[src/rtl/coreapb3_iaddr_seq_if.sv]
// rtl/coreapb3_iaddr_seq_if.sv - APB3 bus bundle between the sequencer (master) and the target slave
interface coreapb3_iaddr_seq_if;
    logic        PSEL;
    logic        PENABLE;
    logic        PWRITE;
    logic [31:0] PADDR;
    logic [31:0] PWDATA;
    logic [31:0] PRDATA;
    logic        PREADY;
    logic        PSLVERR;

    modport master (
        output PSEL, PENABLE, PWRITE, PADDR, PWDATA,
        input  PRDATA, PREADY, PSLVERR
    );

    modport slave (
        input  PSEL, PENABLE, PWRITE, PADDR, PWDATA,
        output PRDATA, PREADY, PSLVERR
    );
endinterface

[src/rtl/coreapb3_iaddr_seq.sv]
// rtl/coreapb3_iaddr_seq.sv - two-requester APB3 master reaching a wide target space through a page register and data window
module coreapb3_iaddr_seq #(
    parameter logic [31:0] IADDR_OFFSET = 32'h0000_0000,
    parameter logic [31:0] WIN_BASE     = 32'h0000_1000,
    parameter int          WIN_BITS     = 12
) (
    input  logic        PCLK,
    input  logic        PRESET,
    input  logic        REQ0,
    input  logic        REQ1,
    input  logic [31:0] ADDR0,
    input  logic [31:0] ADDR1,
    input  logic        WR0,
    input  logic        WR1,
    input  logic [31:0] WDATA0,
    input  logic [31:0] WDATA1,
    output logic        ACK0,
    output logic        ACK1,
    output logic [31:0] RDATA,
    output logic        ERR,
    coreapb3_iaddr_seq_if.master apb
);
    localparam logic [31:0] OFF_MASK = (32'h1 << WIN_BITS) - 32'h1;

    typedef enum logic [2:0] {
        IDLE, I_SETUP, I_ACCESS, D_SETUP, D_ACCESS, DONE
    } state_t;

    state_t      state;
    logic        prio;
    logic        lat_id;
    logic [31:0] lat_addr;
    logic        lat_wr;
    logic [31:0] lat_wdata;
    logic [31:0] cache_page;
    logic        cache_valid;

    logic        gnt_any;
    logic        gnt_id;
    logic [31:0] g_addr;
    logic        g_wr;
    logic [31:0] g_wdata;
    logic [31:0] g_page;
    logic [31:0] g_win;
    logic        g_hit;
    logic [31:0] lat_page;
    logic [31:0] lat_win;

    // prio names the requester that wins a tie; it flips to the other one after every grant
    always_comb begin
        gnt_any  = REQ0 | REQ1;
        gnt_id   = (REQ0 && REQ1) ? prio : REQ1;
        g_addr   = gnt_id ? ADDR1  : ADDR0;
        g_wr     = gnt_id ? WR1    : WR0;
        g_wdata  = gnt_id ? WDATA1 : WDATA0;
        g_page   = g_addr & ~OFF_MASK;
        g_win    = WIN_BASE | (g_addr & OFF_MASK);
        g_hit    = cache_valid && (cache_page == g_page);
        lat_page = lat_addr & ~OFF_MASK;
        lat_win  = WIN_BASE | (lat_addr & OFF_MASK);
    end

    always_ff @(posedge PCLK or posedge PRESET) begin
        if (PRESET) begin
            state       <= IDLE;
            prio        <= 1'b0;
            lat_id      <= 1'b0;
            lat_addr    <= 32'h0;
            lat_wr      <= 1'b0;
            lat_wdata   <= 32'h0;
            cache_page  <= 32'h0;
            cache_valid <= 1'b0;
            ACK0        <= 1'b0;
            ACK1        <= 1'b0;
            RDATA       <= 32'h0;
            ERR         <= 1'b0;
            apb.PSEL    <= 1'b0;
            apb.PENABLE <= 1'b0;
            apb.PWRITE  <= 1'b0;
            apb.PADDR   <= 32'h0;
            apb.PWDATA  <= 32'h0;
        end else begin
            unique case (state)
                IDLE: begin
                    ACK0        <= 1'b0;
                    ACK1        <= 1'b0;
                    apb.PSEL    <= 1'b0;
                    apb.PENABLE <= 1'b0;
                    if (gnt_any) begin
                        lat_id    <= gnt_id;
                        lat_addr  <= g_addr;
                        lat_wr    <= g_wr;
                        lat_wdata <= g_wdata;
                        prio      <= ~gnt_id;
                        apb.PSEL  <= 1'b1;
                        if (g_hit) begin
                            state      <= D_SETUP;
                            apb.PWRITE <= g_wr;
                            apb.PADDR  <= g_win;
                            apb.PWDATA <= g_wr ? g_wdata : 32'h0;
                        end else begin
                            state      <= I_SETUP;
                            apb.PWRITE <= 1'b1;
                            apb.PADDR  <= IADDR_OFFSET;
                            apb.PWDATA <= g_page;
                        end
                    end
                end
                I_SETUP: begin
                    apb.PENABLE <= 1'b1;
                    state       <= I_ACCESS;
                end
                I_ACCESS: begin
                    if (apb.PREADY) begin
                        if (apb.PSLVERR) begin
                            // the page register may hold anything now, so force a reload next time
                            cache_valid <= 1'b0;
                            apb.PSEL    <= 1'b0;
                            apb.PENABLE <= 1'b0;
                            ACK0        <= ~lat_id;
                            ACK1        <= lat_id;
                            RDATA       <= 32'h0;
                            ERR         <= 1'b1;
                            state       <= DONE;
                        end else begin
                            cache_page  <= lat_page;
                            cache_valid <= 1'b1;
                            apb.PENABLE <= 1'b0;
                            apb.PWRITE  <= lat_wr;
                            apb.PADDR   <= lat_win;
                            apb.PWDATA  <= lat_wr ? lat_wdata : 32'h0;
                            state       <= D_SETUP;
                        end
                    end
                end
                D_SETUP: begin
                    apb.PENABLE <= 1'b1;
                    state       <= D_ACCESS;
                end
                D_ACCESS: begin
                    if (apb.PREADY) begin
                        apb.PSEL    <= 1'b0;
                        apb.PENABLE <= 1'b0;
                        ACK0        <= ~lat_id;
                        ACK1        <= lat_id;
                        RDATA       <= lat_wr ? 32'h0 : apb.PRDATA;
                        ERR         <= apb.PSLVERR;
                        state       <= DONE;
                    end
                end
                DONE: begin
                    ACK0        <= 1'b0;
                    ACK1        <= 1'b0;
                    RDATA       <= 32'h0;
                    ERR         <= 1'b0;
                    apb.PSEL    <= 1'b0;
                    apb.PENABLE <= 1'b0;
                    state       <= IDLE;
                end
                default: state <= IDLE;
            endcase
        end
    end
endmodule
[src/flat_wrapper.sv]
// flat-port wrapper written by rule: the top's interface ports become plain ports
module coreapb3_iaddr_seq_flat 
#(
    parameter logic [31:0] IADDR_OFFSET = 32'h0000_0000,
    parameter logic [31:0] WIN_BASE     = 32'h0000_1000,
    parameter int          WIN_BITS     = 12
)
  (PCLK, PRESET, REQ0, REQ1, ADDR0, ADDR1, WR0, WR1, WDATA0, WDATA1, ACK0, ACK1, RDATA, ERR, apb_PSEL, apb_PENABLE, apb_PWRITE, apb_PADDR, apb_PWDATA, apb_PRDATA, apb_PREADY, apb_PSLVERR);
  coreapb3_iaddr_seq_if apb_i ();
  input  logic PCLK;
  input  logic PRESET;
  input  logic REQ0;
  input  logic REQ1;
  input  logic [31:0] ADDR0;
  input  logic [31:0] ADDR1;
  input  logic WR0;
  input  logic WR1;
  input  logic [31:0] WDATA0;
  input  logic [31:0] WDATA1;
  output logic ACK0;
  output logic ACK1;
  output logic [31:0] RDATA;
  output logic ERR;
  output wire logic [$bits(apb_i.PSEL)-1:0] apb_PSEL;
  output wire logic [$bits(apb_i.PENABLE)-1:0] apb_PENABLE;
  output wire logic [$bits(apb_i.PWRITE)-1:0] apb_PWRITE;
  output wire logic [$bits(apb_i.PADDR)-1:0] apb_PADDR;
  output wire logic [$bits(apb_i.PWDATA)-1:0] apb_PWDATA;
  input wire logic [$bits(apb_i.PRDATA)-1:0] apb_PRDATA;
  input wire logic [$bits(apb_i.PREADY)-1:0] apb_PREADY;
  input wire logic [$bits(apb_i.PSLVERR)-1:0] apb_PSLVERR;
  assign apb_PSEL = apb_i.PSEL;
  assign apb_PENABLE = apb_i.PENABLE;
  assign apb_PWRITE = apb_i.PWRITE;
  assign apb_PADDR = apb_i.PADDR;
  assign apb_PWDATA = apb_i.PWDATA;
  assign apb_i.PRDATA = apb_PRDATA;
  assign apb_i.PREADY = apb_PREADY;
  assign apb_i.PSLVERR = apb_PSLVERR;
  coreapb3_iaddr_seq #(.IADDR_OFFSET(IADDR_OFFSET), .WIN_BASE(WIN_BASE), .WIN_BITS(WIN_BITS)) u_core (.PCLK(PCLK), .PRESET(PRESET), .REQ0(REQ0), .REQ1(REQ1), .ADDR0(ADDR0), .ADDR1(ADDR1), .WR0(WR0), .WR1(WR1), .WDATA0(WDATA0), .WDATA1(WDATA1), .ACK0(ACK0), .ACK1(ACK1), .RDATA(RDATA), .ERR(ERR), .apb(apb_i));
endmodule
[config.mk]
export PLATFORM = sky130hd
export DESIGN_NAME = coreapb3_iaddr_seq_flat
export DESIGN_NICKNAME = d
export VERILOG_FILES = /design/src/rtl/coreapb3_iaddr_seq_if.sv /design/src/rtl/coreapb3_iaddr_seq.sv /design/src/flat_wrapper.sv
export SDC_FILE = /design/constraint.sdc
export NUM_CORES = 1
export LEC_CHECK = 0
export ABC_AREA = 1
export CORE_MARGIN = 8
export CORE_UTILIZATION = 50
export CTS_CLUSTER_SIZE = 25
export DETAILED_ROUTE_END_ITERATION = 6
export GPL_TIMING_DRIVEN = 0
export PLACE_DENSITY = 0.83
export SYNTH_ARGS = -nofsm -noshare
export SYNTH_HDL_FRONTEND = slang
export SYNTH_SLANG_ARGS = --single-unit
[constraint.sdc]
create_clock -name PCLK -period 13.95 [get_ports PCLK]
set_clock_uncertainty 0.05 [all_clocks]
set_input_delay 1.395 -clock PCLK [delete_from_list [all_inputs] [get_ports PCLK]]
set_output_delay 1.395 -clock PCLK [all_outputs]
set_load 0.02 [all_outputs]
[Yosys cells after proc, flatten, opt, wreduce, memory -nomap -nowiden]
Cells that the tools add are included.
Operators by class
  multiplexer cells: 51
  bitwise logic cells: 4
  eq/ne operators: 12
  reduce and logical (&&, ||, !) cells: 20
Operators with widths (count)
  32-bit 2-to-1 mux: 15
  32-bit one-hot mux with 2 select lines: 2
  32-bit one-hot mux with 3 select lines: 1
  20-bit == test: 1
  1-bit 2-to-1 mux: 20
  4-bit AND reduction: 4
  3-bit one-hot mux with 5 select lines: 1
  13-bit 2-to-1 mux: 1
  3-bit 2-to-1 mux: 4
  1-bit one-hot mux with 3 select lines: 4
  3-bit nonzero test: 3
  2-bit != test, second input constant: 4
  3-bit by 2-bit == test with 1-bit output, second input constant: 2
  3-bit == test, second input constant: 2
  2-bit AND reduction: 3
  3-bit AND reduction: 2
  2-bit OR reduction: 3
  2-bit by 1-bit != test with 1-bit output, second input constant: 2
  1-bit one-hot mux with 4 select lines: 1
  4-bit nonzero test: 1
  3-bit by 1-bit == test with 1-bit output, second input constant: 1
  3-bit logical NOT: 1
  1-bit NOT: 3
  1-bit logical AND: 2
  other kinds (4): 4
Storage, ports and cells
  bits of input ports: 168
  output and inout port bits: 102
  register bits after elaboration: 193
  logic and storage cells: 104

[Logic depth before layout (Yosys ltp)]
Gate-level depths: netlist of the first run.
  word-level depth: 8
  mapped depth: 15
  gate-level depth less buffers: 15

[Worst setup path before layout of the first run]
No wires, ideal clock.
  kind: input to register
  from: input REQ1
  to: register u_core.apb.PWDATA[10]
  library setup time: 0.078 ns
  setup slack: 11.025 ns
  buffers on the path: 3
  stages on the path: 13
  data arrival time: 2.798 ns
  required time: 13.822 ns
  cells stage by stage: buf_2 -> buf_2 -> nand3b_1 -> nand2_1 -> nand2_1 -> nand2_1 -> nand3_1 -> nor2_2 -> nand3_2 -> nor2_1 -> buf_4 -> nand2_1 -> a21boi_1
Between the ends
  cells in the longest elaborated chain, start to end: 8
  elaborated cells between the ends (all ways): 14
  those cells by class: eq/ne: 2; mux: 8; bitwise: 1; reduce/logical: 3
Ends and longest elaborated chain
  start: declaration: RTL line flat_wrapper.sv:13  | input logic REQ1;
  1-bit logical AND: RTL line coreapb3_iaddr_seq.sv:52  | gnt_id = (REQ0 && REQ1) ? prio : REQ1;
  1-bit 2-to-1 mux: RTL line coreapb3_iaddr_seq.sv:52
  32-bit 2-to-1 mux: RTL line coreapb3_iaddr_seq.sv:53  | g_addr = gnt_id ? ADDR1 : ADDR0;
  20-bit == test: RTL line coreapb3_iaddr_seq.sv:58  | g_hit = cache_valid && (cache_page == g_page);
  1-bit logical AND: RTL line coreapb3_iaddr_seq.sv:58
  32-bit 2-to-1 mux: RTL line coreapb3_iaddr_seq.sv:96  | if (g_hit) begin
  32-bit 2-to-1 mux: RTL line coreapb3_iaddr_seq.sv:89  | if (gnt_any) begin
  32-bit one-hot mux with 2 select lines: RTL line coreapb3_iaddr_seq.sv:83  | unique case (state)
  end signal: assignment: RTL line coreapb3_iaddr_seq.sv:100  | apb.PWDATA <= g_wr ? g_wdata : 32'h0;
  end signal: assignment: RTL line coreapb3_iaddr_seq.sv:105  | apb.PWDATA <= g_page;
  end signal: assignment: RTL line coreapb3_iaddr_seq.sv:131  | apb.PWDATA <= lat_wr ? lat_wdata : 32'h0;
  end: declaration: RTL line coreapb3_iaddr_seq_if.sv:13  | output PSEL, PENABLE, PWRITE, PADDR, PWDATA,
Several ways; a longest one is shown, not always the timed one. The select of a mux whose other input is x is not followed.
A chain may end at the register's enable or synchronous reset.

[Final worst setup path of the first run]
  from: input REQ0
  to: register u_core.apb.PWDATA[13]
Between the ends
  cells in the longest elaborated chain, start to end: 8
  elaborated cells between the ends (all ways): 14
  those cells by class: eq/ne: 2; mux: 8; bitwise: 1; reduce/logical: 3
Ends and longest elaborated chain
  start: declaration: RTL line flat_wrapper.sv:12  | input logic REQ0;
  1-bit logical AND: RTL line coreapb3_iaddr_seq.sv:52
  1-bit 2-to-1 mux: RTL line coreapb3_iaddr_seq.sv:52
  32-bit 2-to-1 mux: RTL line coreapb3_iaddr_seq.sv:53
  20-bit == test: RTL line coreapb3_iaddr_seq.sv:58
  1-bit logical AND: RTL line coreapb3_iaddr_seq.sv:58
  32-bit 2-to-1 mux: RTL line coreapb3_iaddr_seq.sv:96
  32-bit 2-to-1 mux: RTL line coreapb3_iaddr_seq.sv:89
  32-bit one-hot mux with 2 select lines: RTL line coreapb3_iaddr_seq.sv:83
Several ways; a longest one is shown, not always the timed one. The select of a mux whose other input is x is not followed.

==> results of run 1 <==
-- synthesized netlist by cell type, types with 2 or more instances --
master and n:
buf_6 2, inv_2 8, or2_2 7, buf_2 26, nor2_2 4, nand3_1 116, o21ai_1 3, mux2_2 6
inv_1 114, a2bb2oi_1 12, clkbuf_1 37, a21boi_1 11, mux2i_1 13, o21ai_0 71, a21oi_1 85, buf_4 22
nand2_2 4, or2_0 26, nand3b_1 18, dfrtp_1 174, buf_1 5, nand2_1 383, nor2_1 53, nand4_1 26
nand2_4 2
-- state kept, by name, summed over array words and instances, names as in the netlist, 3 cells and up --
name	cells
u_core.RDATA	32
u_core.lat_wdata	32
u_core.cache_page	20
u_core.state	3
u_core.lat_addr	32
u_core.apb.PWDATA	32
u_core.apb.PADDR	13
-- worst register-to-register path, stage by stage, from the launching register on --
cell	delay, ns
dfrtp_1	0.38
inv_2	0.09
nand2_2	0.10
nand2_4	0.14
buf_2	0.33
buf_1	0.84
nand2_1	0.24
nand2_1	0.21
nand2_1	0.08
nand4_1	0.11
nand3_1	0.08
a21oi_1	0.16
-- logic make-up (layout without fill, tap and decap cells) --
family	after synthesis	in the layout	share of synthesized area, %
flip-flops	174	174	46.53
buffers and inverters	215	497	10.03
AND/OR/NAND/NOR	642	642	30.16
other	1	21	0.04007
AO/OA/AOI/OAI	188	188	11.12
multiplexers	19	19	2.112
-- final cells by class --
class | instances | area (um^2) | area share, %
inverters | 123 | 470.5 | 3.669
flip-flops and latches | 174 | 4354 | 33.96
plain buffers | 92 | 475.5 | 3.708
multi-input cells | 868 | 4133 | 32.23
well taps | 234 | 292.8 | 2.284
clock inverters | 14 | 141.4 | 1.103
clock buffers | 18 | 429.2 | 3.347
repair buffers | 250 | 2520 | 19.65
diodes | 2 | 5.005 | 0.03904
-- power by group through the flow --
stage	combinational, mW	clock (mW)	sequential, mW
after floorplan	0.698	0	0.977
after global placement	1.31	0	0.862
after detailed placement	1.34	0	0.869
after CTS	1.35	0.467	0.864
after global routing	1.48	0.489	0.891
final	1.35	0.464	0.868
-- routing by layer --
| layer | GRT usage, % | part of all wire (%) | routed length [um] |
|---|---|---|---|
| met1 | 32.13 | 40 | 12490 |
| met2 | 42.39 | 47 | 14410 |
| met3 | 6.069 | 8.8 | 2713 |
| met4 | 12.91 | 4.3 | 1345 |
| met5 | 0 | 0 | 0 |
-- how the worst max path moves through the flow --
stage,startpoint,endpoint,slack [ns],cells past startpoint
floorplan,PRESET,u_core.ACK0,7.79,1
global placement,PRESET,u_core.apb.PADDR[4],5.42,2
detailed placement,REQ0,u_core.apb.PWDATA[13],9.66,11
global route,REQ0,u_core.apb.PWDATA[13],10.00,11
finish,REQ0,u_core.apb.PWDATA[13],10.07,11
CTS,REQ0,u_core.apb.PWDATA[13],10.09,11
==> results.md, run 1 <==
* Most common cell after layout, fill and taps aside: nand2_1
* Setup violations, final at 0
* Post-route ant nets at 0
* Sw Ratio at 43.37%
* Number of remaining DRC errors at 0
* Synth top area share at 46.53%
* Drt initial violations at about 930
* Post-DR wirelength/cell at 17.44 um
* TritonCTS Sinks at between 150 and 200
* CP Max Fanout at 10
* FF-to-FF Start: u_core.prio
* Unique cell type count in the Yosys netlist at 36
* Post-synth EDFFs at 0
* Sequential area share after synthesis at 46.53%
* Startpoint Class: input pin
* Synth top area cells: dfrtp_1, nand2_1, nand3_1
* Placed Instances at 1,741
* Max Slew Vio Count at 0
* Reg power frac at 32.4%
* Cells after synthesis at 1,239
* Crit-path max cell delay at around 0.84 ns
* Post-CTS Setup Bufs at 0
* Vias at 9,596
* CTS tree: yes
* Largest net degree at the start of global routing at 95
* RR Endpoint: u_core.apb.PWDATA[13]
* Fillers at 1,521
* Pwr dens at 209.2 mW/mm^2
* Ys flop type: dfrtp_1
* Initial antenna violation count at 2
* CP delay by family, top: buffers and inverters
* Vias per cell at ~5.4
* Endpoint class of the critical path: register
* FP Rows at 50
* Fin. Hold Viols at 0
* Mapped Avg Cell Area at 7.553 um^2
* Buf/Inv on CP at 3
* CP max-delay cell: buf_1
* CP dominant cell by count: nand2_1
* Ratio of final minimum period to clock period at approximately 28%
* Slew headroom at 29.07%
* Final std cells w/o fill at 1,775
* Clock power share at between 10% and 20%
* Die Y at 152.8 um
* Clk Latency, worst-skew pair at 0.43 ns
* Post-cts sizing count at 0
* Share of cells above drive strength 1 at 7.667%
* Synthesized cell area at just over 0.009 mm^2
* Final HPWL DP at between 20 and 25 mm
* Die width at 152.8 um
* IO Pins at 270
* Starting Density at 50.53%
* Worst Path Arrival at between 4 and 5 ns
* Fin Hold WS at 0.4258 ns
* Most frequent cells in the layout: nand2_1, clkdlybuf4s50_1, dfrtp_1
* Layout Nets at 1,694
* Worst hold start: u_core.lat_wdata[13]
* Root buf cell: clkbuf_16
* Pre-CTS setup slack at 9.657 ns
* Tot GR Track Use at around a quarter
* Number of global-route vias before repair at roughly 9,500
* Post-layout util at between 60% and 70%
* WS Path Type: input pin to register
* Worst slew pin tran at 1.064 ns
* Placer congestion estimate at 0.9647
* Status: complete, no violations
* Core box area at 0.01852 mm^2
* Overflow after GRT at 0
* Comb pwr share at 50.3%
* Die area at 0.02335 mm^2
* P_sw at 1.163 mW
* Worst hold path class: register to register
* Ys async rst share at 100.0%
* Warnings, synthesis at 0
* I/O Buffers at 249
* Hold Buf Count CTS at 0
* Dominant cell type by area after synthesis: dfrtp_1
* CP cell instances: clkdlybuf4s50_1, nand2_2, nand2_4, buf_2, buf_1, nand2_1, nand2_1, nand2_1, nand4_1, nand3_1, a21oi_1
* Critical Path RT at between 10 and 15 ns
* CTS Buf Count at 17
* H-tree depth at 4
* Peak VDD IR at between 100 and 150 uV
* R2R cell count at 11
* RSZ-0062 raised after global routing: no
* Max Cap Violations at 0
* FF+latch count, synth at 174
* Max Fclk at about 260 MHz
* Pleak at approximately 6.3 nW
* Worst hold stages at 2
* Worst setup margin at about 10 ns
* Reg clk slew, reported paths at about 0.07 ns
* Sum Neg Setup Slack at 0 ns
* Clock Path Buffers at 2
* Total power at 2.682 mW
* WL final at a little over 30 mm
* First-pass GRT wire length at 49.07 mm
* DR pass1 iterations at 6
* Placed instance area at 0.01225 mm^2
* Pint at 1.519 mW
* Syn-to-layout area delta at 37.01%
* Min cycle time layout at 3.884 ns
* Min-Delay Endpoint: u_core.lat_wdata[13]
* R2R setup slack at 11.07 ns
* Layout Cell Area excl Fill at 0.01282 mm^2
Note: power is estimated with default switching activity, not from simulation.
==> run 2: changes to the inputs <==
CORE_UTILIZATION = 48   (was 50)
PLACE_DENSITY = 0.8   (was 0.83)
clock period = 3.6 ns   (was 13.95 ns; I/O delays follow)
==> results.md, run 2 (synthesis gave the netlist of run 1 again) <==
* Sw Ratio at 42.62% (-0.75 points)
* Reg power frac at 31.8% (-0.6 points)
* RR Endpoint: u_core.apb.PADDR[10]
* Worst Path Arrival at 3.01 ns (-1.17 ns)
* Starting Density at 48.56% (-2.0 points)
* Core box area at 0.01927 mm^2 (+4.1%)
* Endpoint class of the critical path: register
* Syn-to-layout area delta at 38.43%
* Vias per cell at 5.349 (-1.1%)
* I/O Buffers at 249 (unchanged)
* TritonCTS Sinks at 174 (unchanged)
* Critical Path RT at 3.89 ns (-10.35 ns)
* Vias at 9,666 (+0.73%)
* First-pass GRT wire length at 50.33 mm (+2.6%)
* Die width at 155.6 um (+1.8%)
* Hold Buf Count CTS at 0 (unchanged)
* Startpoint Class: register
* Initial antenna violation count at 0 (-2)
* R2R cell count at 14 (+3)
* R2R setup slack at 0.88 ns (-10.19 ns)
* Total power at 10.62 mW (+300%)
* Slew headroom at 41.09% (+12 points)
* Clk Latency, worst-skew pair at 0.43 ns (about the same)
* H-tree depth at 4 (unchanged)
* Fin. Hold Viols at 0 (unchanged)
* Min cycle time layout at 2.719 ns
* Number of global-route vias before repair at 9,492 (+0.042%)
* Pwr dens at 820.1 mW/mm^2 (+290%)
* CP Max Fanout at 10 (unchanged)
* Post-cts sizing count at 0 (unchanged)
* Max Cap Violations at 0 (unchanged)
* Largest net degree at the start of global routing at 43 (-55%)
* RSZ-0062 raised after global routing: no
* Die Y at 155.6 um (+1.8%)
* Root buf cell: clkbuf_16
* Final HPWL DP at 24.42 mm (+2.9%)
* Die area at 0.02422 mm^2 (+3.7%)
* Placer congestion estimate at 0.9397 (-2.6%)
* Tot GR Track Use at 26.35% (+0.28 points)
* Max Slew Vio Count at 0 (unchanged)
* CTS Buf Count at 17 (unchanged)
* Max Fclk at ~370 MHz
* Ratio of final minimum period to clock period at 75.53%
* FP Rows at 51 (+2.0%)
* Pint at 6.096 mW (+300%)
* Most common cell after layout, fill and taps aside: nand2_1
* Post-route ant nets at 0 (unchanged)
* Fin Hold WS at 0.3049 ns (-0.1209 ns)
* IO Pins at 270 (unchanged)
* Status: complete, no violations
* N_diodes at 0 (-2)
* Comb pwr share at 49.7% (-0.6 points)
* Most frequent cells in the layout: nand2_1, clkdlybuf4s50_1, dfrtp_1
* Share of cells above drive strength 1 at 7.847% (+0.18 points)
* DR pass1 iterations at 6 (unchanged)
* Layout Nets at 1,697 (+0.18%)
* CTS tree: yes
* WS Path Type: register to register
* Peak VDD IR at 395.8 uV (+210%)
* Clock power share at 18.5% (+1.2 points)
* Post-CTS Setup Bufs at 0 (unchanged)
* Overflow after GRT at 0 (unchanged)
* Post-DR wirelength/cell at 17.85 um (+2.4%)
* Worst hold path class: input pin to async pin
* P_sw at 4.528 mW (+290%)
* Pleak at 6.329 nW (+0.59%)
* Worst slew pin tran at 0.8836 ns (-0.1803 ns)
* Number of remaining DRC errors at 0 (unchanged)
* Reg clk slew, reported paths at 0.07 ns (about the same)
* FF-to-FF Start: u_core.prio
* Setup violations, final at 0 (unchanged)
* Drt initial violations at 857 (-7.4%)
* WL final at 32.26 mm (+4.2%)
* Clock Path Buffers at 2 (unchanged)
## run 2: worst max path at each step
stage                                 to  depth (start not counted)  slack, ns   startpoint
global placement     u_core.apb.PADDR[4]                          2      -0.49       PRESET
floorplan                    u_core.ACK0                          1       0.97       PRESET
CTS                 u_core.apb.PADDR[10]                         14       0.90  u_core.prio
finish              u_core.apb.PADDR[10]                         14       0.88  u_core.prio
global route        u_core.apb.PADDR[10]                         14       0.74  u_core.prio
detailed placement   u_core.apb.PADDR[0]                         14       0.55         REQ0
## run 2: worst max-delay path, stage by stage, from the launching register on
cell and delay (ns):
dfrtp_1 0.37, inv_2 0.10, nand2_2 0.10, nand2_4 0.14
buf_6 0.17, nand2_1 0.09, nand2_1 0.13, nand2_1 0.07
nand2_1 0.13, nand3_1 0.10, nand3b_1 0.18, nor2_1 0.36
buf_2 0.32, nand3_1 0.11, a2bb2oi_1 0.20
## run 2: power groups by stage
stage	registers, mW	logic [mW]	clock network, mW
2_1_floorplan	3.78	2.70	0
3_3_place_gp	3.35	5.09	0
3_5_place_dp	3.38	5.22	0
4_1_cts	3.37	5.27	1.98
5_1_grt	3.46	5.77	2.06
6_report	3.38	5.28	1.96
## run 2: cell type report
class | count | area [um^2]
well taps | 265 | 331.6
flip-flops and latches | 174 | 4354
clock inverters | 13 | 177.7
repair buffers | 253 | 2572
multi-input cells | 868 | 4133
fillers | 1636 | 6317
clock buffers | 19 | 442.9
inverters | 123 | 466.7
plain buffers | 92 | 475.5
## run 2: per-stage QoR
step	cell area, um^2	utilization (%)	setup WS [ns]	std cells	TNS (ns)
6_report	12950	67.22	0.8808	1807	0
3_5_place_dp	12330	64.00	0.5504	1775	0
4_1_cts	12950	67.22	0.9002	1807	0
2_1_floorplan	9429	-	0.9653	1257	0
3_3_place_gp	12250	63.58	-0.4929	1771	-82.06
5_1_grt	12950	67.22	0.7442	1807	0
## run 2: per-layer routing
metal  vias up  GRT usage [%]  wire, um
met1      4577          32.63     13010
met3        86          5.762      2853
met4         0          12.71      1305
met5         -              0         0
met2       476          43.05     15090
li1       4527              -         -
